**config.mk**
```make
export PLATFORM = sky130hd
export DESIGN_NAME = uart_irq_service
export DESIGN_NICKNAME = d
export VERILOG_FILES = /design/src/rtl/uart_irq_service.sv
export SDC_FILE = /design/constraint.sdc
export NUM_CORES = 1
export LEC_CHECK = 0
export BUFFER_PORTS_ARGS = -buffer_cell sky130_fd_sc_hd__buf_4
export CAP_MARGIN = 20
export CORE_MARGIN = 5
export CORE_UTILIZATION = 45
export DETAILED_ROUTE_END_ITERATION = 12
export HOLD_SLACK_MARGIN = 0.12
export PLACE_DENSITY = 0.75
export SYNTH_ARGS = -nofsm -noshare
export SYNTH_HDL_FRONTEND = slang
export SYNTH_SLANG_ARGS = --single-unit
export TNS_END_PERCENT = 1
```
**constraint.sdc**
```tcl
create_clock -name clk -period 2.43 [get_ports clk]
set_clock_uncertainty 0.05 [all_clocks]
set_input_delay 0.1215 -clock clk [delete_from_list [all_inputs] [get_ports clk]]
set_output_delay 0.1215 -clock clk [all_outputs]
set_load 0.01 [all_outputs]
```
**src/rtl/uart_irq_service.sv**
```systemverilog
// Interrupt service sequencer for the UART interrupt controller: reads status,
// dispatches the highest-priority source to a handler, then W1C-clears it.
module uart_irq_service #(
    parameter int DATA_REG_BITS = 32,
    parameter int ACK_TIMEOUT   = 255,
    parameter int HOLDOFF       = 2
) (
    input  logic                     clk,
    input  logic                     rst_n,
    input  logic                     irq,
    input  logic                     service_en,
    input  logic [DATA_REG_BITS-1:0] rd_data,
    output logic [1:0]               address,
    output logic [DATA_REG_BITS-1:0] wr_data,
    output logic                     wr,
    output logic                     rd,
    output logic                     vec_valid,
    output logic [2:0]               vec_id,
    input  logic                     vec_ack,
    output logic                     busy,
    output logic                     timeout_err,
    output logic                     spurious,
    output logic [15:0]              serviced_cnt
);

    localparam int TW = (ACK_TIMEOUT > 1) ? $clog2(ACK_TIMEOUT) : 1;
    localparam logic [TW-1:0] TO_LAST =
        TW'((ACK_TIMEOUT > 0) ? ACK_TIMEOUT - 1 : 0);
    localparam int HW = (HOLDOFF > 1) ? $clog2(HOLDOFF) : 1;
    localparam logic [HW-1:0] HO_LAST =
        HW'((HOLDOFF > 1) ? HOLDOFF - 1 : 0);

    typedef enum logic [2:0] {
        S_IDLE,
        S_READ,
        S_DISPATCH,
        S_CLEAR,
        S_HOLD
    } state_t;

    state_t          state;
    state_t          state_n;
    logic [7:0]      pending;
    logic [TW-1:0]   ack_cnt;
    logic [HW-1:0]   hold_cnt;
    logic            to_hit;
    logic            status_zero;
    logic [7:0]      mask;
    logic            unused_hi;

    function automatic logic [2:0] lowest(input logic [7:0] v);
        lowest = 3'd0;
        for (int i = 7; i >= 0; i--) begin
            if (v[i]) lowest = 3'(i);
        end
    endfunction

    assign unused_hi   = ^rd_data[DATA_REG_BITS-1:8];
    assign status_zero = (rd_data[7:0] == 8'd0);
    assign to_hit      = (ACK_TIMEOUT != 0) && (ack_cnt == TO_LAST);

    always_comb begin
        state_n = state;
        unique case (state)
            S_IDLE: begin
                if (irq && service_en) state_n = S_READ;
            end
            S_READ: begin
                state_n = status_zero ? S_HOLD : S_DISPATCH;
            end
            S_DISPATCH: begin
                if (vec_ack || to_hit) state_n = S_CLEAR;
            end
            S_CLEAR: begin
                state_n = S_HOLD;
            end
            S_HOLD: begin
                if (hold_cnt == HO_LAST) state_n = S_IDLE;
            end
            default: begin
                state_n = S_IDLE;
            end
        endcase
    end

    always_ff @(posedge clk or negedge rst_n) begin
        if (!rst_n) begin
            state        <= S_IDLE;
            pending      <= 8'd0;
            ack_cnt      <= '0;
            hold_cnt     <= '0;
            timeout_err  <= 1'b0;
            spurious     <= 1'b0;
            serviced_cnt <= 16'd0;
        end else begin
            state    <= state_n;
            spurious <= (state == S_READ) && status_zero;
            if (state == S_READ) pending <= rd_data[7:0];
            ack_cnt  <= (state == S_DISPATCH) ? ack_cnt + 1'b1 : '0;
            hold_cnt <= (state == S_HOLD) ? hold_cnt + 1'b1 : '0;
            // An ack landing in the timeout cycle wins: no error flagged.
            if (state == S_DISPATCH && !vec_ack && to_hit)
                timeout_err <= 1'b1;
            if (state == S_CLEAR)
                serviced_cnt <= serviced_cnt + 16'd1;
        end
    end

    assign vec_id    = lowest(pending);
    assign mask      = 8'd1 << vec_id;
    assign rd        = (state == S_READ);
    assign wr        = (state == S_CLEAR);
    assign address   = (rd || wr) ? 2'b11 : 2'b00;
    assign wr_data   = wr ? {{(DATA_REG_BITS-8){1'b0}}, mask}
                          : '0;
    assign vec_valid = (state == S_DISPATCH);
    assign busy      = (state != S_IDLE);

endmodule

```
Word level (Yosys, flattened, before mapping) --
Index checks and enable logic that the tools add are counted. Widths: inputs -> output; s select.
Storage, ports and cells: register bits 38, input port bits 37, word-level logic and storage cells 47
Operators by class: reductions and logical operators 11, shifts and indexed selects 1, equality and inequality tests 8, add/subtract/negate cells 3, mux-type cells 17
Operator list (count):
- $mux 3 | 12
- $add 16x1->16 const B | 1
- $mux 8 | 2
- $pmux 3 s5 | 1
- $add 8x1->8 const B | 1
- $eq 8x8->1 const B | 1
- $logic_not 8->1 | 1
- $shl 1x3->8 const A | 1
- $eq 3x2->1 const B | 2
- $logic_and 1x1->1 | 4
- $ne 2x2->1 const B | 2
- $eq 3x1->1 const B | 1
- $eq 3x3->1 const B | 1
- $logic_not 3->1 | 1
- $reduce_and 3->1 | 1
- $reduce_bool 3->1 | 1
- $logic_or 1x1->1 | 2
- $mux 2 | 1
- $ne 2x1->1 const B | 1
- $add 1x1->1 const B | 1
- $logic_not 1->1 | 1
- $mux 1 | 1

Logic depth before layout (Yosys ltp) --
depth in word-level cells 10, gate-level depth with buffers 6, mapped depth without buffers 5

Least setup slack after synthesis --
No wires, ideal clock.
path kind reg2out, start point register pending[4], end point output port wr_data[0], cell stages (with the launch flop) 5, data required time 2.259 ns, setup slack 0.689 ns, buffers on the path 0, arrival time 1.570 ns, cell sequence dfrtp_1 or4_4 a31oi_1 a21bo_2 nor3_1
Between the ends: word-level cells in the longest chain between the ends 7
RTL lines:
- start, declared | RTL line 43 | logic [7:0] pending;
- start signal, assigned | RTL line 98 | if (state == S_READ) pending <= rd_data[7:0];
- $mux 3 (5 in series) | RTL line 54 | if (v[i]) lowest = 3'(i);
- $shl 1x3->8 | RTL line 110 | assign mask = 8'd1 << vec_id;
- $mux 8 | RTL line 114 | assign wr_data = wr ? {{(DATA_REG_BITS-8){1'b0}}, mask}
- end, declared | RTL line 14 | output logic [DATA_REG_BITS-1:0] wr_data,
Every way passes these cells.

Worst setup path in the final report --
start point register pending[4], end point output port wr_data[1]
The elaborated chain is that of the path after synthesis.

==> metrics.yaml <==
status: "finished, final reports clean"
hp-class: "in2async"
wirelength_mm: 3.94
cp-start-kind: "register"
seq_area_frac_synth_pct: 48.0
synthesis.instances: 194
dp_hpwl_mm: 2.79
synth_edf_count: 0
vias: 1481
synth_flop_cell: "dfrtp_1"
critPathKind: "reg2out"
fp.dieW_um: 76.4
core_area_sq_mm: 0.00432
drt_iter0_markers: 28
drv_slew: 0
synth_most_common_cell: "dfrtp_1"
crit_chain: "or4_4 > a31oi_1 > a21bo_2 > a211oi_2 > buf_4"
cp-end-kind: "output port"
cts_resized: 0
place_area_sq_mm: 0.00229
async_reset_ff_share_pct: 100
area_growth_pct: 27.1
numClockSinks: 38
maxCapViolations: 0
io_pins: 96
grt-ovfl-total: 0
tritoncts: "built"
syn_area_per_cell_sq_um: 10.2
drtPass1Iterations: 4
start_util_pct: 45.8
drc: 0
gp_congestion: 0.776
grt_usage_pct: 13.4
fin_cells: 309
period_share_pct: 90.7
grt_pass1_wl_mm: 6.56
synth_top_cell_area_share_pct: 48.0
max_freq_mhz: 454
place_inst: 289
antenna_found_initial: 0
ant_nets: 0
cp_max_fo: 5
vdd_ir_drop_max_uv: 491
final.min_clock_period_ns: 2.20
nets: 296
hold_violations: 0
synth_top_cell_by_area: "dfrtp_1"
clockRootBuffer: "clkbuf_8"
crit_arrival_ns: 2.03
synth_commonest_cells: "dfrtp_1, buf_4, nor2_1"
yosys_warnings: 0
drive_gt1_share_pct: 26.1
dieArea_sq_mm: 0.00583
clkTransAtPathRegs_ns: 0.07
die_h_um: 76.4
via_per_inst: 4.79
leakagePower_nw: 1.26
grt_max_degree: 39
synth.area.top_cells: "dfrtp_1, buf_4, xnor2_1"
final_cell_area_sq_mm: 0.00252
h-tree-depth: 2
fin_setup_tns_ns: 0
cp_slowest_stage_delay_ns: 0.55
cp_slowest_cell: "or4_4"
synth_cell_types: 38
clockBufferDepth: 2
cts_buffers: 5
antennaDiodeCount: 0
syn_area_sq_mm: 0.00198
rows: 24
finalSetupViolCount: 0
ys_seq_elements: 38
grt_pass1_vias: 1416
grt_setup_unrepaired: "no"
clk_latency_ns: 0.28
powerDensity_mw_per_mm2: 879
port_buffers: 47
cp_data_required_time_ns: 2.26
wl_per_cell_um: 12.7
## critical path, delay by kind of cell, from the launching register on
family	cells	cell delay [ns]
AND/OR/NAND/NOR	1	0.55
flip-flops	1	0.43
AO/OA/AOI/OAI	3	0.63
buffers and inverters	1	0.15
## area by class of cell
cell class / instances / area, sq um
well taps: 52 / 65.1
repair buffers: 60 / 480
multi-input cells: 143 / 883
flip-flops and latches: 38 / 951
inverters: 8 / 30.0
fillers: 394 / 1800
clock buffers: 8 / 110
## cells in the final DEF, fill, tap and decap left out, types with 3 or more instances in the layout
master	n
inv_1	8
ha_1	3
and3_1	6
mux2_2	6
nor2_1	16
xnor2_1	15
dfrtp_1	38
nand2_1	15
nand3_1	9
o21ai_0	4
xor2_1	6
conb_1	24
and4_1	3
clkbuf_8	8
nand4_1	5
buf_4	48
nor3_1	3
nor2b_1	3
dlygate4sd3_1	12
## power by group
part | leakage (nW) | total (mW) | internal, mW | switching (mW)
logic | 0.700 | 0.786 | 0.378 | 0.407
clock network | 0.0575 | 0.493 | 0.286 | 0.207
registers | 0.500 | 0.937 | 0.769 | 0.168
## registers in the layout, indices dropped and copies added (netlist names)
register	count
serviced_cnt	16
ack_cnt	8
pending	8
state	3
hold_cnt	1
spurious	1
timeout_err	1
## metal layers
metal | GRT usage [%] | vias up | share of wire, %
met5 | 0 | - | 0
met4 | 2.62 | 0 | 0.10
met3 | 4.96 | 2 | 6.1
met2 | 23.6 | 39 | 53
met1 | 15.4 | 704 | 40
li1 | - | 736 | -
## per-stage QoR
step | total power, mW | hold slack, ns | util (%) | setup slack, ns
6_report | 2.22 | 0.308 | 58.3 | 0.227
4_1_cts | 2.25 | 0.128 | 58.0 | 0.229
5_1_grt | 2.38 | 0.347 | 58.3 | 0.141
2_1_floorplan | 1.45 | -0.224 | - | 0.689
3_5_place_dp | 1.73 | 0.0669 | 53.0 | 0.550
3_3_place_gp | 1.71 | 0.0611 | 53.0 | 0.570
## repair_timing
item,4_1_cts,5_1_grt
setup buffers,0,0
setup endpoints to repair,0,0
hold buffers,11,1
endpoints found under the hold margin,48,1
## logic make-up (layout without fill, tap and decap cells)
kind of cell	Yosys count	after routing	share of synthesized area, %
AO/OA/AOI/OAI	17	17	6.12
XOR/XNOR	21	21	9.28
adder cells (fa/ha/maj)	3	3	1.89
buffers and inverters	36	76	11.8
flip-flops	38	38	48.0
multiplexers	6	6	3.41
other	1	24	0.189
AND/OR/NAND/NOR	72	72	19.3
## final timing paths
kind,startpoint,endpoint,slack [ns],depth (start not counted)
setup reg to reg,state[2],serviced_cnt[6],0.68,5
hold reg to reg,hold_cnt,hold_cnt,0.37,1
hold / removal,rst_n,state[0],0.31,2
min in group clk,hold_cnt,hold_cnt,0.37,1
setup / recovery,pending[4],wr_data[1],0.23,5
max in group asynchronous,rst_n,serviced_cnt[8],1.70,2
Power figures use the tool's default switching activity.
